`config.mk`:
```
export PLATFORM = sky130hd
export DESIGN_NAME = rat_io_responder
export DESIGN_NICKNAME = d
export VERILOG_FILES = /design/src/rtl/rat_io_responder.sv
export SDC_FILE = /design/constraint.sdc
export NUM_CORES = 1
export LEC_CHECK = 0
export ABC_CLOCK_PERIOD_IN_PS = 7490
export CAP_MARGIN = 20
export CORE_UTILIZATION = 65
export CTS_BUF_LIST = sky130_fd_sc_hd__clkbuf_16
export CTS_CLUSTER_DIAMETER = 60
export DETAILED_ROUTE_END_ITERATION = 10
export PLACE_DENSITY = 0.89
export SLEW_MARGIN = 20
export SYNTH_ARGS = -nofsm -noshare
export SYNTH_HDL_FRONTEND = slang
export SYNTH_SLANG_ARGS = --single-unit
export TNS_END_PERCENT = 50
```
`constraint.sdc`:
```
create_clock -name clk -period 7.49 [get_ports clk]
set_input_delay 2.247 -clock clk [delete_from_list [all_inputs] [get_ports clk]]
set_output_delay 2.247 -clock clk [all_outputs]
set_load 0.1 [all_outputs]
```
`src/rtl/rat_io_responder.sv`:
```
// Board-side responder for the MCU port bus: LED/7-seg/interrupt registers,
// debounced switch and button inputs, and a level interrupt request.
module rat_io_responder #(
  parameter int DB_CYCLES = 500000,
  parameter int N_BTN     = 4
) (
  input  logic             clk,
  input  logic             RESET_N,
  input  logic [7:0]       PORT_ID,
  input  logic [7:0]       OUT_PORT,
  input  logic             IO_STRB,
  output logic [7:0]       IN_PORT,
  output logic             INTV,
  input  logic [7:0]       SWITCHES,
  input  logic [N_BTN-1:0] BUTTONS,
  output logic [7:0]       LEDS,
  output logic [7:0]       SSEG
);

  localparam int NIN = 8 + N_BTN;
  localparam int CW  = $clog2(DB_CYCLES + 1);
  localparam logic [CW-1:0] CNT_LAST = CW'(DB_CYCLES - 1);

  logic [NIN-1:0]   r_sync1;
  logic [NIN-1:0]   r_sync2;
  logic [NIN-1:0]   r_db;
  logic [CW-1:0]    r_cnt [NIN];
  logic [N_BTN-1:0] r_btn_prev;
  logic [N_BTN-1:0] r_pend;
  logic [N_BTN-1:0] r_mask;
  logic [7:0]       r_leds;
  logic [7:0]       r_sseg;
  logic             r_intv;

  logic [N_BTN-1:0] w_btn_db;
  logic [N_BTN-1:0] w_rise;
  logic [N_BTN-1:0] w_ack;
  logic [N_BTN-1:0] w_pend_next;
  logic [N_BTN-1:0] w_mask_next;
  logic             w_wr_leds;
  logic             w_wr_sseg;
  logic             w_wr_mask;
  logic             w_wr_ack;
  logic [7:0]       w_btn8;
  logic [7:0]       w_pend8;
  logic [7:0]       w_mask8;

  // Switches occupy bits [7:0], buttons the bits above them.
  always_ff @(posedge clk or negedge RESET_N) begin
    if (!RESET_N) begin
      r_sync1 <= '0;
      r_sync2 <= '0;
      r_db    <= '0;
      for (int i = 0; i < NIN; i++) r_cnt[i] <= '0;
    end else begin
      r_sync1 <= {BUTTONS, SWITCHES};
      r_sync2 <= r_sync1;
      for (int i = 0; i < NIN; i++) begin
        if (r_sync2[i] == r_db[i]) begin
          r_cnt[i] <= '0;
        end else if (r_cnt[i] == CNT_LAST) begin
          r_db[i]  <= r_sync2[i];
          r_cnt[i] <= '0;
        end else begin
          r_cnt[i] <= r_cnt[i] + 1'b1;
        end
      end
    end
  end

  assign w_btn_db  = r_db[NIN-1:8];
  assign w_wr_leds = IO_STRB && (PORT_ID == 8'h40);
  assign w_wr_sseg = IO_STRB && (PORT_ID == 8'h41);
  assign w_wr_ack  = IO_STRB && (PORT_ID == 8'h42);
  assign w_wr_mask = IO_STRB && (PORT_ID == 8'h43);

  // A new rising edge takes priority over an ack of the same bit.
  assign w_rise      = w_btn_db & ~r_btn_prev;
  assign w_ack       = w_wr_ack ? OUT_PORT[N_BTN-1:0] : '0;
  assign w_pend_next = (r_pend & ~w_ack) | w_rise;
  assign w_mask_next = w_wr_mask ? OUT_PORT[N_BTN-1:0] : r_mask;

  always_ff @(posedge clk or negedge RESET_N) begin
    if (!RESET_N) begin
      r_btn_prev <= '0;
      r_pend     <= '0;
      r_mask     <= '0;
      r_leds     <= '0;
      r_sseg     <= '0;
      r_intv     <= 1'b0;
    end else begin
      r_btn_prev <= w_btn_db;
      r_pend     <= w_pend_next;
      r_mask     <= w_mask_next;
      r_intv     <= |(w_pend_next & w_mask_next);
      if (w_wr_leds) r_leds <= OUT_PORT;
      if (w_wr_sseg) r_sseg <= OUT_PORT;
    end
  end

  always_comb begin
    w_btn8  = '0;
    w_pend8 = '0;
    w_mask8 = '0;
    w_btn8[N_BTN-1:0]  = w_btn_db;
    w_pend8[N_BTN-1:0] = r_pend;
    w_mask8[N_BTN-1:0] = r_mask;
  end

  always_comb begin
    IN_PORT = 8'h00;
    case (PORT_ID)
      8'h20:   IN_PORT = r_db[7:0];
      8'h21:   IN_PORT = w_btn8;
      8'h22:   IN_PORT = w_pend8;
      8'h23:   IN_PORT = w_mask8;
      8'h40:   IN_PORT = r_leds;
      8'h41:   IN_PORT = r_sseg;
      default: IN_PORT = 8'h00;
    endcase
  end

  assign LEDS = r_leds;
  assign SSEG = r_sseg;
  assign INTV = r_intv;

endmodule

```
==> results of run 1 <==
==> routing by layer <==
| metal | track usage | wire [um] | vias up |
|---|---|---|---|
| met5 | 0 | 0 | - |
| met4 | 0.0825 | 669 | 0 |
| met3 | 0.0310 | 1260 | 65 |
| met2 | 0.478 | 15200 | 284 |
| met1 | 0.360 | 12200 | 5236 |
| li1 | - | - | 4994 |
==> worst min path at each step <==
stage,from,to,depth (start not counted)
6_report,r_sync1[7],r_sync2[7],0
5_1_grt,r_sync1[10],r_sync2[10],0
4_1_cts,r_sync1[7],r_sync2[7],0
3_5_place_dp,r_sync1[7],r_sync2[7],0
3_3_place_gp,r_sync1[3],r_sync2[3],0
2_1_floorplan,r_sync1[0],r_sync2[0],0
==> cells in the final DEF (no fill, tap or decap), types with 4 or more instances in the layout <==
cell type	synthesis	routed
nor2_1	177	177
nand2b_1	4	4
inv_1	48	53
o41ai_2	4	4
mux2i_1	6	6
or4_4	5	5
or3_1	50	50
clkbuf_16	0	31
or4b_2	7	7
nand4_1	45	45
and2_1	17	17
nand3_1	72	72
and4_1	21	21
nand4_2	4	4
nand2_1	90	90
nor4_1	26	26
o211ai_1	8	8
mux2_2	29	29
o21ai_0	42	42
or4b_1	4	4
a222oi_1	7	7
a22oi_1	5	5
dfrtp_1	293	293
or4_1	37	37
o31ai_1	24	24
ha_1	12	12
and3_1	5	5
clkdlybuf4s50_1	0	46
bufinv_16	0	8
xnor2_1	81	81
xor2_1	70	70
nor4bb_1	4	4
nor3_1	20	20
a21oi_1	62	62
clkinvlp_4	0	5
buf_12	0	9
o21ai_2	7	8
nor4b_1	9	9
clkinv_2	0	5
==> where the power goes <==
group	internal, mW	leakage [nW]	switching [mW]	total (mW)
logic	0.0539	2.03	0.127	0.181
registers	1.61	3.98	0.0275	1.64
clock network	1.03	0.548	0.614	1.64
total	2.69	6.56	0.768	3.46
==> layout make-up <==
| cell class | count | share of cell area |
|---|---|---|
| Timing Repair Buffer | 59 | 0.0437 |
| Inverter | 48 | 0.0113 |
| Sequential cell | 293 | 0.459 |
| Multi-Input combinational cell | 982 | 0.396 |
| Tap cell | 275 | 0.0215 |
| Clock inverter | 25 | 0.0209 |
| Clock buffer | 31 | 0.0485 |
==> per-stage QoR <==
stage,hold WS [ns],total power [mW]
finish,0.348,3.46
global route,0.352,3.57
floorplan,0.331,1.76
global placement,0.333,1.84
detailed placement,0.335,1.85
CTS,0.338,3.48
==> cells by family (layout without fill, tap and decap cells) <==
logic type	after synthesis	in the layout
simple gates	615	615
buf+inv	78	163
mux	35	35
flops	293	293
xor+xnor	151	151
fa+ha+maj	12	12
compound gates	169	169
==> sequential cells by signal (all words and copies together), names as in the netlist <==
name,cells
r_btn_prev,4
INTV,1
r_mask,4
r_cnt,228
r_db,12
SSEG,8
r_pend,4
r_sync2,12
LEDS,8
r_sync1,12
==> worst max-delay path: stages <==
cell	delay, ns
clkdlybuf4s50_1	0.44
or4b_4	0.67
nor4_4	0.66
a222oi_1	0.25
o211ai_1	0.23
buf_12	0.22
==> flow_metrics.env, run 1 <==
export IMPL_rows=53
export IMPL_cts_resized_gates=0
export IMPL_worstReg2RegStart="r_cnt[182]"
export IMPL_hold_viol_final=0
export IMPL_gr_total_overflow=0
export IMPL_synth_edf_count=0
export IMPL_drc=0
export IMPL_drv_cap=0
export IMPL_seqCellArea_um2=7330
export IMPL_synth_area_leaders="dfrtp_1, xnor2_1, nor2_1"
export IMPL_cp_start_kind="input pin"
export IMPL_cts_sinks=293
export IMPL_crit_end="IN_PORT[1]"
export IMPL_die_area_um2=22100
export IMPL_synthXorXnorAreaFrac=0.0945
export IMPL_finalSetupViolations=0
export IMPL_reg2reg_slack_ns=5.07
export IMPL_grt_max_degree=150
export IMPL_drt_iter0_drc=664
export IMPL_core_um2=21100
export IMPL_multi_input_area_um2=6320
export IMPL_power_leakage_nw=6.56
export IMPL_synth_cell_types=54
export IMPL_critPathRequiredTime_ns=5.24
export IMPL_fin_skew_ns=0.0101
export IMPL_worst_path_max_fanout=11
export IMPL_antenna_found_initial=0
export IMPL_final_nets=1457
export IMPL_synthSimpleGateAreaFrac=0.240
export IMPL_cts_root_buffer="clkbuf_16"
export IMPL_fin_tns_setup_ns=0
export IMPL_die_x_um=149
export IMPL_fillers=1313
export IMPL_path_class="in -> out"
export IMPL_synthAdderAreaFrac=0.0107
export IMPL_synth_common_cells="dfrtp_1, nor2_1, nand2_1, xnor2_1, nand3_1"
export IMPL_slew_viol_final=0
export IMPL_synth_most_common_cell="dfrtp_1"
export IMPL_dp_cells=1656
export IMPL_yosys_mux_area_fraction=0.0276
export IMPL_grtUsageTotal=0.274
export IMPL_fin_util=0.758
export IMPL_syn_to_final_growth_pct=14.3
export IMPL_yosysSeqAreaShare=0.524
export IMPL_h_tree_depth=1
export IMPL_post_dp_cell_area_um2=14900
export IMPL_die_h_um=149
export IMPL_worst_pin_slew_ns=1.09
export IMPL_startpoint="PORT_ID[5]"
export IMPL_avgRoutedWirePerCell_um=17.1
export IMPL_routed_wl_um=29300
export IMPL_period_share=0.932
export IMPL_synth_top_cell_area_share=0.524
export IMPL_cts_max_path_buffers=3
export IMPL_clk_latency_ns=0.55
export IMPL_fin_ws_ns=0.512
export IMPL_synth_seq_cells=293
export IMPL_clkSlewWorstSetupHoldPaths_ns=0.06
export IMPL_start_util=0.664
export IMPL_vias_per_cell=6.18
export IMPL_yosys_warnings=0
export IMPL_end_kind="output port"
export IMPL_critPathArrivalTime_ns=4.73
export IMPL_antenna_cells=0
export IMPL_synth_compound_area_share=0.0787
export IMPL_stdcell_area_um2=16000
export IMPL_synth_largest_area_cell="dfrtp_1"
export IMPL_min_period_ns=6.98
export IMPL_drive_gt1_frac=0.0904
export IMPL_syn_inst=1353
export IMPL_first_pass_iters=7
export IMPL_syn_area_per_cell_um2=10.3
export IMPL_powerDensity_nw_per_um2=216
export IMPL_grt_pass1_wl_um=49800
export IMPL_ctsHoldBuffers=0
export IMPL_place_congestion=0.878
export IMPL_ys_flop_type="dfrtp_1"
export IMPL_cts_tree="yes"
export IMPL_cts_setup_buffers=0
export IMPL_cts_buffers_inserted=30
export IMPL_route_antenna_remaining_nets=0
export IMPL_hold_class="reg -> reg"
export IMPL_synth_top_family_by_area="simple AND/OR/NAND/NOR gates"
export IMPL_rr_worst_depth=4
export IMPL_layout_cells_non_filler=1713
export IMPL_boundaryPins=56
export IMPL_vias=10600
export IMPL_place_ws_ns=0.568
export IMPL_dp_hpwl_um=19000
export IMPL_grt_pass1_vias=10500
export IMPL_max_freq_mhz=143
export IMPL_slew_headroom=0.271
export IMPL_status="completed"
export IMPL_vdd_drop_max_v=0.000202
export IMPL_syn_area_um2=14000
export IMPL_portBuffers=55
export IMPL_r2r_end="r_cnt[187]"
export IMPL_rsz0062_at_grt="false"
export IMPL_synth_async_reset_ratio=1.00
export IMPL_syn_nets=1396
Note: power is estimated with default switching activity, not from simulation.
==> run 2: changes to the inputs <==
--- a/config.mk
+++ b/config.mk
@@ -8,7 +8,6 @@
 export ABC_CLOCK_PERIOD_IN_PS = 7490
 export CAP_MARGIN = 20
 export CORE_UTILIZATION = 65
-export CTS_BUF_LIST = sky130_fd_sc_hd__clkbuf_16
 export CTS_CLUSTER_DIAMETER = 60
 export DETAILED_ROUTE_END_ITERATION = 10
 export PLACE_DENSITY = 0.89
==> run 2 against run 1 <==
Final area hardly changed. Sequential cell count stayed put. Critical path depth stayed put. Final cell count stayed put. Global-route usage is 0.13 points lower. Setup slack better by 0.038 ns. Hold slack better by 0.00074 ns. Sequential share of layout area hardly changed. Fmax is 0.55% higher. Die area stayed put. Critical endpoint unchanged. Largest power group is now clock. Highest routed layer unchanged.
==> flow_metrics.env, run 2 (synthesized netlist as in run 1, its figures left out) <==
export IMPL_status="completed"
export IMPL_critPathRequiredTime_ns=5.24
export IMPL_grt_max_degree=150
export IMPL_worst_path_max_fanout=11
export IMPL_powerDensity_nw_per_um2=217
export IMPL_gr_total_overflow=0
export IMPL_layout_common_cells="dfrtp_1, nor2_1, nand2_1"
export IMPL_end_kind="output port"
export IMPL_path_cells="clkdlybuf4s50_1, or4b_4, nor4_4, a222oi_1, o211ai_1, buf_12"
export IMPL_cts_resized_gates=0
export IMPL_finalSetupViolations=0
export IMPL_rsz0062_at_grt="false"
export IMPL_cp_top_family="simple AND/OR/NAND/NOR gates"
export IMPL_hold_class="reg -> reg"
export IMPL_cp_start_kind="input pin"
export IMPL_die_x_um=149
export IMPL_cts_sinks=293
export IMPL_p_clk_frac=0.477
export IMPL_drv_cap=0
export IMPL_place_congestion=0.878
export IMPL_min_period_ns=6.94
export IMPL_drc=0
export IMPL_cts_setup_buffers=0
export IMPL_die_area_um2=22100
export IMPL_slew_viol_final=0
export IMPL_final_common_cell="dfrtp_1"
export IMPL_route_antenna_remaining_nets=0
export IMPL_routed_wl_um=29300
export IMPL_critical_path_slowest_cell="or4b_4"
export IMPL_grtUsageTotal=0.273
export IMPL_vias_per_cell=6.18
export IMPL_max_stage_delay_ns=0.67
export IMPL_cts_buffers_inserted=30
export IMPL_die_h_um=149
export IMPL_first_pass_iters=5
export IMPL_boundaryPins=56
export IMPL_antenna_cells=0
export IMPL_start_util=0.664
export IMPL_largest_register="r_cnt"
export IMPL_portBuffers=55
export IMPL_path_class="in -> out"
export IMPL_cts_max_path_buffers=3
export IMPL_hold_viol_final=0
export IMPL_rows=53
export IMPL_ctsHoldBuffers=0
export IMPL_clk_latency_ns=0.55
export IMPL_cts_tree="yes"
export IMPL_grt_pass1_wl_um=49600
export IMPL_largest_register_ffs=228
export IMPL_fin_tns_setup_ns=0
export IMPL_clkSlewWorstSetupHoldPaths_ns=0.06
export IMPL_cts_root_buffer="clkbuf_16"
export IMPL_avgRoutedWirePerCell_um=17.1
export IMPL_dp_hpwl_um=19000
export IMPL_p_total_mw=3.48
export IMPL_syn_to_final_growth_pct=14.3
export IMPL_antenna_found_initial=0
export IMPL_seqPwrFrac=0.471
export IMPL_h_tree_depth=1
export IMPL_power_leakage_nw=6.55
export IMPL_worst_pin_slew_ns=1.09
export IMPL_slew_headroom=0.269
export IMPL_drt_iter0_drc=697
export IMPL_drive_gt1_frac=0.0911
export IMPL_vias=10600
export IMPL_seqCellArea_um2=7330
export IMPL_swShare=0.221
export IMPL_max_freq_mhz=144
export IMPL_final_nets=1457
export IMPL_multi_input_area_um2=6320
export IMPL_vdd_drop_max_v=0.000203
export IMPL_core_um2=21100
export IMPL_combPwrFrac=0.052
export IMPL_period_share=0.927
export IMPL_intPower_mw=2.71
export IMPL_fin_skew_ns=0.00981
export IMPL_fillers=1305
export IMPL_path_buf_inv=2
export IMPL_p_switching_mw=0.770
export IMPL_critPathArrivalTime_ns=4.69
export IMPL_grt_pass1_vias=10500
run 2: cell types whose count changed in the layout (fill, tap and decap cells not counted), sizes merged:
cell	previous run	this run
clkbuf	31	37
inv	53	48
clkinv	7	6
run 2: cell type report:
cell class / instances / share of cell area
clock buffer: 37 / 0.0505
clock inverter: 19 / 0.0195
inverter: 48 / 0.0113
multi-input combinational: 982 / 0.395
sequential: 293 / 0.458
tap: 275 / 0.0215
timing repair buffer: 59 / 0.0436
run 2: power by group through the flow:
stage	combinational, mW	clock [mW]	sequential [mW]
floorplan	0.0671	0	1.70
global placement	0.174	0	1.66
detailed placement	0.178	0	1.67
CTS	0.181	1.68	1.64
global route	0.199	1.74	1.64
finish	0.180	1.66	1.64
run 2: path summary, 6_finish.rpt:
kind | start | endpoint | slack, ns | cells after the start
worst max-delay path | PORT_ID[5] | IN_PORT[1] | 0.55 | 6
worst min-delay path | r_sync1[10] | r_sync2[10] | 0.35 | 0
worst max register to register | r_cnt[182] | r_cnt[187] | 5.05 | 4
worst min register to register | r_sync1[10] | r_sync2[10] | 0.35 | 0
max in group asynchronous | RESET_N | r_cnt[32] | 4.66 | 2
min in group asynchronous | RESET_N | r_cnt[112] | 1.66 | 1
run 2: stage by stage:
stage / std cells / hold slack (ns) / area [um2] / util / setup WS [ns]
6_report: 1713 / 0.349 / 16000 / 0.759 / 0.550
5_1_grt: 1713 / 0.352 / 16000 / 0.759 / 0.448
4_1_cts: 1712 / 0.341 / 16000 / 0.757 / 0.565
3_5_place_dp: 1656 / 0.335 / 14900 / 0.704 / 0.568
3_3_place_gp: 1656 / 0.333 / 14800 / 0.704 / 0.640
2_1_floorplan: 1353 / 0.331 / 14000 / - / 0.465
run 2: per-layer routing:
metal  vias up  global-route usage  routed length [um]
li1       4996                   -                   -
met1      5252               0.359               12400
met2       278               0.476               15100
met3        66              0.0319                1040
met4         0              0.0804                 692
met5         -                   0                   0
run 2: worst register-to-register path: cells and delay by family (launching register included):
family | cells | cell delay (ns)
simple gates | 2 | 1.08
compound gates | 2 | 0.76
flops | 1 | 0.44
==> run 3: changes to the inputs <==
--- a/config.mk
+++ b/config.mk
@@ -5,12 +5,12 @@
 export SDC_FILE = /design/constraint.sdc
 export NUM_CORES = 1
 export LEC_CHECK = 0
-export ABC_CLOCK_PERIOD_IN_PS = 7490
+export ABC_CLOCK_PERIOD_IN_PS = 6800
 export CAP_MARGIN = 20
-export CORE_UTILIZATION = 65
+export CORE_UTILIZATION = 61
 export CTS_CLUSTER_DIAMETER = 60
 export DETAILED_ROUTE_END_ITERATION = 10
-export PLACE_DENSITY = 0.89
+export PLACE_DENSITY = 0.85
 export SLEW_MARGIN = 20
 export SYNTH_ARGS = -nofsm -noshare
 export SYNTH_HDL_FRONTEND = slang
==> constraint.sdc (replaced) <==
create_clock -name clk -period 6.8 [get_ports clk]
set_input_delay 2.04 -clock clk [delete_from_list [all_inputs] [get_ports clk]]
set_output_delay 2.04 -clock clk [all_outputs]
set_load 0.1 [all_outputs]
==> run 3 against run 2 <==
Critical path depth did not move. Combinational power rose by 9%. Register-to-register slack got worse by 0.62 ns. Largest cell class unchanged. Largest power group unchanged.
==> flow_metrics.env, run 3 (synthesized netlist as in run 1, its figures left out) <==
export IMPL_syn_to_final_growth_pct=14.4
export IMPL_hold_class="reg -> reg"
export IMPL_largest_register_ffs=228
export IMPL_fin_ws_ns=0.454
export IMPL_place_congestion=0.858
export IMPL_path_cells="clkdlybuf4s50_1, or3_1, nor3_4, a22oi_1, nand2_1, buf_12"
export IMPL_fillers=1542
export IMPL_max_stage_delay_ns=0.59
export IMPL_critPathArrivalTime_ns=4.31
export IMPL_r2r_end="r_cnt[160]"
export IMPL_first_pass_iters=6
export IMPL_min_from="r_sync1[8]"
export IMPL_routed_wl_um=28700
export IMPL_drc=0
export IMPL_whs_ns=0.341
export IMPL_cts_setup_buffers=0
export IMPL_cts_sinks=293
export IMPL_route_antenna_remaining_nets=0
export IMPL_cts_max_path_buffers=3
export IMPL_die_area_um2=23600
export IMPL_p_total_mw=3.84
export IMPL_core_um2=22600
export IMPL_vdd_drop_max_v=0.000156
export IMPL_avgRoutedWirePerCell_um=16.6
export IMPL_vias_per_cell=6.01
export IMPL_boundaryPins=56
export IMPL_grtUsageTotal=0.251
export IMPL_h_tree_depth=1
export IMPL_path_buf_inv=2
export IMPL_powerDensity_nw_per_um2=240
export IMPL_cts_buffers_inserted=31
export IMPL_critPathRequiredTime_ns=4.76
export IMPL_min_path_cells=0
export IMPL_cts_resized_gates=0
export IMPL_worst_path_max_fanout=9
export IMPL_max_freq_mhz=158
export IMPL_portBuffers=55
export IMPL_fin_tns_setup_ns=0
export IMPL_slew_headroom=0.316
export IMPL_slew_viol_final=0
export IMPL_die_h_um=153
export IMPL_grt_pass1_wl_um=49300
export IMPL_layout_common_cells="dfrtp_1, nor2_1, nand2_1"
export IMPL_dp_hpwl_um=19000
export IMPL_clkSlewWorstSetupHoldPaths_ns=0.06
export IMPL_antenna_cells=0
export IMPL_drt_iter0_drc=851
export IMPL_rows=55
export IMPL_largest_register="r_cnt"
export IMPL_clk_latency_ns=0.55
export IMPL_drv_cap=0
export IMPL_path_class="in -> out"
export IMPL_vias=10400
export IMPL_cts_tree="yes"
export IMPL_die_x_um=153
export IMPL_startpoint="PORT_ID[0]"
export IMPL_hold_viol_final=0
export IMPL_final_nets=1462
export IMPL_place_ws_ns=0.493
export IMPL_drive_gt1_frac=0.0929
export IMPL_start_util=0.620
export IMPL_status="completed"
export IMPL_grt_pass1_vias=10300
export IMPL_min_period_ns=6.35
export IMPL_worst_pin_slew_ns=1.02
export IMPL_cp_start_kind="input pin"
export IMPL_cts_root_buffer="clkbuf_16"
export IMPL_fin_skew_ns=0.00807
export IMPL_reg2reg_slack_ns=4.43
export IMPL_cp_top_family="simple AND/OR/NAND/NOR gates"
export IMPL_antenna_found_initial=0
export IMPL_gr_total_overflow=0
export IMPL_rr_worst_depth=4
export IMPL_power_leakage_nw=6.57
export IMPL_finalSetupViolations=0
export IMPL_grt_max_degree=99
export IMPL_cp_depth=6
export IMPL_final_common_cell="dfrtp_1"
export IMPL_period_share=0.933
export IMPL_critical_path_slowest_cell="or3_1"
export IMPL_worstReg2RegStart="r_cnt[163]"
export IMPL_rsz0062_at_grt="false"
export IMPL_hold_path_end="r_sync2[8]"
export IMPL_end_kind="output port"
export IMPL_ctsHoldBuffers=0
## run 3: final cells by class
cell class	instances	area (um2)	area share
sequential	293	7330	0.458
tap	285	357	0.0223
inverter	48	180	0.0113
clock buffer	44	905	0.0565
clock inverter	12	219	0.0137
multi-input combinational	982	6320	0.395
timing repair buffer	63	696	0.0435
## run 3: power by group
group	internal, mW	total, mW	switching (mW)
sequential	1.78	1.81	0.0305
combinational	0.0583	0.197	0.139
clock	1.15	1.83	0.684
total	2.98	3.84	0.853
## run 3: worst max-delay path by stage
stage	end	slack (ns)
2_1_floorplan	IN_PORT[0]	0.19
3_3_place_gp	IN_PORT[3]	0.47
3_5_place_dp	IN_PORT[3]	0.49
4_1_cts	IN_PORT[3]	0.48
5_1_grt	IN_PORT[3]	0.35
6_report	IN_PORT[3]	0.45
## run 3: through the flow
step	instances	utilization	area, um2
after global routing	1727	0.709	16000
after floorplan	1353	-	14000
after CTS	1727	0.709	16000
after global placement	1671	0.659	14900
after detailed placement	1671	0.659	14900
final	1727	0.709	16000
## run 3: layer usage
metal	routed length, um	up-vias	track usage
li1	-	4996	-
met4	579	0	0.0624
met5	0	-	0
met1	12600	5114	0.336
met3	1140	50	0.0315
met2	14400	213	0.437
